[config.mk]
export PLATFORM = sky130hd
export DESIGN_NAME = shift_right_unit
export DESIGN_NICKNAME = d
export VERILOG_FILES = /design/src/rtl/shift_right_unit.sv
export SDC_FILE = /design/constraint.sdc
export NUM_CORES = 1
export LEC_CHECK = 0
export CAP_MARGIN = 20
export CORE_UTILIZATION = 50
export DETAILED_ROUTE_END_ITERATION = 12
export PLACE_DENSITY = 0.79
export SKIP_LAST_GASP = 1
export SLEW_MARGIN = 20
export SYNTH_ARGS = -nofsm -noshare
export SYNTH_HDL_FRONTEND = slang
export SYNTH_SLANG_ARGS = --single-unit
[constraint.sdc]
create_clock -name Clk -period 3.1 [get_ports Clk]
set_input_delay 0.62 -clock Clk [delete_from_list [all_inputs] [get_ports Clk]]
set_output_delay 0.62 -clock Clk [all_outputs]
set_load 0.02 [all_outputs]
[src/rtl/shift_right_unit.sv]
// Purpose : iterative right shifter (logical / arithmetic), one bit position per clock.
// Latency : Start accepted at edge 0 -> Done pulses in cycle ShAmt+1; ShAmt=0 completes in cycle 1.
// Backpr. : no queueing; Start is ignored while Busy=1, and the caller stalls until Done.
//
// Ports
//   Clk      rising-edge clock
//   Reset    synchronous, active-high reset (beats Start in the same cycle)
//   Start    launch request, sampled only while idle
//   Arith    1 = sign-fill, 0 = zero-fill, sampled with Start
//   Operand  value to shift, sampled with Start
//   ShAmt    shift distance 0..WIDTH-1, sampled with Start
//   Busy     high from the cycle after an accepted Start through the Done cycle
//   Done     one-cycle completion pulse
//   Result   shifted value, held until the next completion
module shift_right_unit #(
    parameter int WIDTH = 32,
    parameter int SHW   = 5
) (
    input  logic             Clk,
    input  logic             Reset,
    input  logic             Start,
    input  logic             Arith,
    input  logic [WIDTH-1:0] Operand,
    input  logic [SHW-1:0]   ShAmt,
    output logic             Busy,
    output logic             Done,
    output logic [WIDTH-1:0] Result
);

    // The counter must be exactly wide enough to hold WIDTH-1.
    if (SHW != $clog2(WIDTH)) begin : g_bad_shw
        $error("shift_right_unit: SHW must equal log2(WIDTH)");
    end

    typedef enum logic [1:0] {
        IDLE  = 2'd0,
        SHIFT = 2'd1,
        DONE  = 2'd2
    } state_t;

    state_t           state_q;
    logic [WIDTH-1:0] work_q;
    logic [WIDTH-1:0] work_d;
    logic [SHW-1:0]   cnt_q;
    logic             fill_mode_q;
    logic             sign_q;
    logic             busy_q;
    logic             done_q;
    logic [WIDTH-1:0] result_q;
    logic             fill_bit;
    logic             last_step;

    // One-position shift of the working register. The fill bit comes from the
    // latched sign, so later changes on Operand cannot leak into the shift.
    always_comb begin
        fill_bit  = fill_mode_q & sign_q;
        work_d    = {fill_bit, work_q[WIDTH-1:1]};
        last_step = (cnt_q == SHW'(1));
    end

    // Single-process FSM: Busy and Done are registered alongside the state so
    // they always equal (state != IDLE) and (state == DONE) respectively.
    always_ff @(posedge Clk) begin
        if (Reset) begin
            state_q     <= IDLE;
            work_q      <= '0;
            cnt_q       <= '0;
            fill_mode_q <= 1'b0;
            sign_q      <= 1'b0;
            busy_q      <= 1'b0;
            done_q      <= 1'b0;
            result_q    <= '0;
        end else begin
            case (state_q)
                IDLE: begin
                    busy_q <= 1'b0;
                    done_q <= 1'b0;
                    if (Start) begin
                        work_q      <= Operand;
                        cnt_q       <= ShAmt;
                        fill_mode_q <= Arith;
                        sign_q      <= Operand[WIDTH-1];
                        busy_q      <= 1'b1;
                        if (ShAmt == '0) begin
                            // Nothing to shift: publish the operand directly.
                            state_q  <= DONE;
                            done_q   <= 1'b1;
                            result_q <= Operand;
                        end else begin
                            state_q <= SHIFT;
                        end
                    end
                end

                SHIFT: begin
                    work_q <= work_d;
                    cnt_q  <= cnt_q - SHW'(1);
                    // Exiting at cnt==1 means the counter never wraps, and the
                    // final shifted value goes straight into Result on this edge.
                    if (last_step) begin
                        state_q  <= DONE;
                        done_q   <= 1'b1;
                        result_q <= work_d;
                    end
                end

                DONE: begin
                    // Exactly one cycle; any Start seen here is dropped.
                    state_q <= IDLE;
                    busy_q  <= 1'b0;
                    done_q  <= 1'b0;
                end

                default: begin
                    state_q <= IDLE;
                    busy_q  <= 1'b0;
                    done_q  <= 1'b0;
                end
            endcase
        end
    end

    assign Busy   = busy_q;
    assign Done   = done_q;
    assign Result = result_q;

endmodule

# ---- Word level (Yosys, flattened, before mapping)
# Index checks and enable logic that the tools add are counted.
dict set report word_totals {
  ff_bits 75
  inputBits 41
  out_inout_bits 34
  word_cells 40
}
dict set report classes {
  n_addsub 1
  n_eq_ne 5
  muxes 18
  n_bitwise 1
  n_reduce_logical 7
}
# operator n
set op_table {}
lappend op_table {{$mux W32} 4}
lappend op_table {{$pmux W32 S2} 2}
lappend op_table {{$pmux W5 S2} 1}
lappend op_table {{$mux W2} 3}
lappend op_table {{$ne A2 B2 Y1 const B} 3}
lappend op_table {{$reduce_and A2 Y1} 3}
lappend op_table {{$eq A5 B1 Y1 const B} 1}
lappend op_table {{$logic_not A5 Y1} 1}
lappend op_table {{$mux W5} 1}
lappend op_table {{$sub A5 B1 Y5 const B} 1}
lappend op_table {{$mux W1} 4}
lappend op_table {{$pmux W1 S2} 2}
lappend op_table {{$pmux W2 S2} 1}
lappend op_table {{$reduce_and A4 Y1} 1}
lappend op_table {{$eq A2 B1 Y1 const B} 1}
lappend op_table {{$logic_not A2 Y1} 1}
lappend op_table {{$reduce_bool A2 Y1} 1}
lappend op_table {{$and A1 B1 Y1} 1}

# ---- Depth between registers and ports, before layout
dict set report logic_depth {
  depth_word 4
  ltp_mapped 9
  ltp_nobuf 5
}

# ---- Worst setup path before layout
# Ideal clock, no wire load.
dict set report synth_path {
  path_kind {input to register}
  startpoint {input port ShAmt[3]}
  endpoint {register result_q[10] (netlist: Result[10])}
  setup_time_ns 0.146
  arrival_time_ns 1.857
  required_ns 2.954
  path_slack_ns 1.097
  path_stages 6
  path_buffers 2
  cell_sequence {or4_4 -> nor3_4 -> or2_1 -> buf_4 -> buf_6 -> a211oi_2}
}
dict set report synth_via {
  elab_chain_len 3
}
# element line
set synth_lines {}
lappend synth_lines {{start, declared} 24} ;# input logic [SHW-1:0] ShAmt,
lappend synth_lines {{$logic_not A5 Y1} 84} ;# if (ShAmt == '0) begin
lappend synth_lines {{$ne A2 B2 Y1 (no source line)} -}
lappend synth_lines {{$reduce_and A4 Y1 (no source line)} -}
lappend synth_lines {{end signal, assigned} 88} ;# result_q <= Operand;
lappend synth_lines {{end signal, assigned} 103} ;# result_q <= work_d;
lappend synth_lines {{end, declared} 49} ;# logic [WIDTH-1:0] result_q;
# Every way passes these cells.
# A chain may end at the register's enable or synchronous reset.

# ---- Final worst setup path
dict set report layout_path {
  startpoint {input port ShAmt[3]}
  endpoint {register result_q[0] (netlist: Result[0])}
}
# Same word-level chain as after synthesis.

==> results.md <==
* Crit path max fanout at 33
* Synth area leaders: dfxtp_1 42%, a211oi_2 11%, mux2i_1 8.8%, a311oi_1 8.2%, nand2_1 7.3%
* DR DRC count at 0
* Fraction of synthesis flops using an asynchronous set or reset pin at 0
* # Post-CTS Setup Buffers at 0
* Top-count cell post-synth: dfxtp_1
* Antenna violations before repair at 0
* Crit-path cells: clkdlybuf4s50_1 -> or4_4 -> nor3_4 -> buf_4 -> nor3_1 -> a211oi_1
* CTS Buf Count at 9
* Max incr delay on CP at 0.56 ns
* Power density cells at 533 nW/um^2
* First-pass GRT wire length at 14.0 mm
* Worst R2R End: Result[0]
* Yosys reg bits at 74
* Worst Setup SP: ShAmt[3]
* Routability congestion estimate from global placement at between 0.8 and 0.9
* VDD IR-drop max at 306 uV
* Vias at 3137
* Syn avg cell area at 9.01 um^2
* R2r setup slk at 1.17 ns
* Final Util at 0.655
* Rel. slew slack at 0.616
* Hold path cells at 2
* Worst Hold Class: reg -> reg
* Wire per inst at between 15 and 20 um
* DRT antenna net count at 0
* Cell family contributing the most delay on the critical path: simple AND/OR/NAND/NOR gates
* Tightest Pin Transition at 0.577 ns
* Ant. Diodes at 0
* RSZ-0062 raised after global routing: no
* Vias per cell at 5.73
* Min Tclk post-route at 2.26 ns
* Final setup fails at 0
* Syn Nets at 435
* Worst Skew at 0.0110 ns
* Worst r2r src: state_q[1]
* Synth warn at 0
* Final Hold Fails at 0
* Die ar. at 7400 um^2
* Post-synth top area share at 0.420
* Starting Density at 0.520
* Number of cells upsized or downsized after cts at 0
* WHS Endpoint: Busy
* Cells after synthesis at 392
* EDFF count, synth at 0
* Layout cells sized above 1 at 0.135
* Post-Route Setup TNS at 0 ns
* WL final at about 8.6 mm
* Chip Width at 86.0 um
* Layout area overhead at 26.0%
* Clock root buffer: clkbuf_8
* Clock-pin slew on the worst setup and hold paths at 0.07 ns
* Hold_sp: Busy
* IO Count at 75
* Number of fill cells at 570
* Cts hold-fix bufs at 0
* Leak Pwr at 1.58 nW
* # rows at 30
* Main synth FF type: dfxtp_1
* Max Clock Freq at 0.443 GHz
* Sink Count at 74
* Status: complete, no violations
* Pin count of the biggest net entering global routing at 45
* Slew Limit Fails at 0
* Reg2Reg Depth at 5
* Buffers & Inverters on Critical Path at 2
* Synth area leader: dfxtp_1
* Crit path kind: in -> reg
* Starting DRC count in detailed routing at 219
* Final net count at 490
* Crit. End Element: flip-flop
* CTS tree: yes
* Worst setup SP type: input port
* Slowest CP cell: or4_4
* Core Region at just under 7000 um^2
* CTS H-tree lvls at 3
* Final Cycle Share at 0.729
* Max Cap Violations at 0
* Worst path arrival time at 2.51 ns
* Distinct cells, synth at 33
* All-layer global routing usage at 0.239
* Clk buf depth at 2
* Post-DP HPWL at between 5 and 6 mm
* Post-synth top cells: 74 x dfxtp_1, 69 x nand2_1, 41 x nor2_1, 34 x nor3_1, 33 x a311oi_1
* Vias in the first global route at around 2.9k
* Skew-Pair Late Insertion Delay at 0.34 ns
* Post-Syn Area at 3530 um^2
* Port Buffers at 74
* Worst endpoint required time at 3.35 ns
* Total congestion overflow at 0
* Die height at ~86 um
* Post-synthesis sequential area ratio at 0.420
* DRT Pass-1 Iters at 5
-- layer usage --
| metal | part of all wire | global-route usage |
|---|---|---|
| met1 | 0.43 | 0.316 |
| met4 | 0.013 | 0.105 |
| met5 | 0 | 0 |
| met2 | 0.49 | 0.380 |
| met3 | 0.065 | 0.0452 |
-- state kept, by name, summed over array words and instances (netlist names) --
name and flops:
Result 32, work_q 31, cnt_q 5, state_q 2, Busy 1, Done 1
fill_mode_q 1, sign_q 1
-- power breakdown --
group          internal (mW)  switching (mW)
registers               1.04          0.0690
clock network          0.388           0.338
logic                  0.239           0.300
-- worst min-delay path, stage by stage, from the launching register on --
cell and delay [ns]:
dfxtp_1 0.31, inv_1 0.04, a21oi_1 0.05
-- how the worst max path moves through the flow --
stage / end / slack, ns / depth (start not counted)
floorplan: Result[10] / 1.10 / 6
global placement: Result[31] / 0.54 / 6
detailed placement: Result[0] / 0.51 / 6
CTS: Result[0] / 0.86 / 6
global route: Result[20] / 0.78 / 6
finish: Result[0] / 0.84 / 6
-- layout by cell type, fill, tap and decap left out, types with 2 or more instances in the layout --
master,n
nand2_1,69
inv_1,5
a311oi_1,33
a31oi_1,2
a21oi_1,7
clkbuf_1,2
a211oi_2,30
a211oi_1,4
clkdlybuf4s50_1,73
nor3_1,34
mux2i_1,31
nand3_1,2
clkinv_2,2
clkbuf_8,10
dfxtp_1,73
nand2b_1,3
nor2_1,40
ha_1,2
buf_4,10
-- cell type report --
cell class	count	area, um^2	share of cell area
clock buffers	12	145	0.0326
clock inverters	3	40.0	0.00900
inverters	5	18.8	0.00422
multi-input cells	273	1830	0.412
flip-flops and latches	74	1480	0.333
well taps	96	120	0.0270
repair buffers	84	811	0.182
-- cells by family after synthesis --
family,Yosys count,synth area share
simple gates,160,0.202
compound gates,79,0.217
flops,74,0.420
buf+inv,45,0.0634
mux,32,0.0911
fa+ha+maj,2,0.00709
-- through the flow --
| step | setup slack [ns] | cell area (um^2) | cells | hold WS [ns] | total power [mW] |
|---|---|---|---|---|---|
| floorplan | 1.10 | 3530 | 392 | 0.437 | 1.49 |
| global placement | 0.539 | 4270 | 532 | 0.435 | 1.65 |
| detailed placement | 0.509 | 4270 | 532 | 0.438 | 1.66 |
| CTS | 0.855 | 4450 | 547 | 0.449 | 2.38 |
| global route | 0.784 | 4450 | 547 | 0.474 | 2.49 |
| finish | 0.841 | 4450 | 547 | 0.445 | 2.37 |
(Power assumes the default switching activity.)
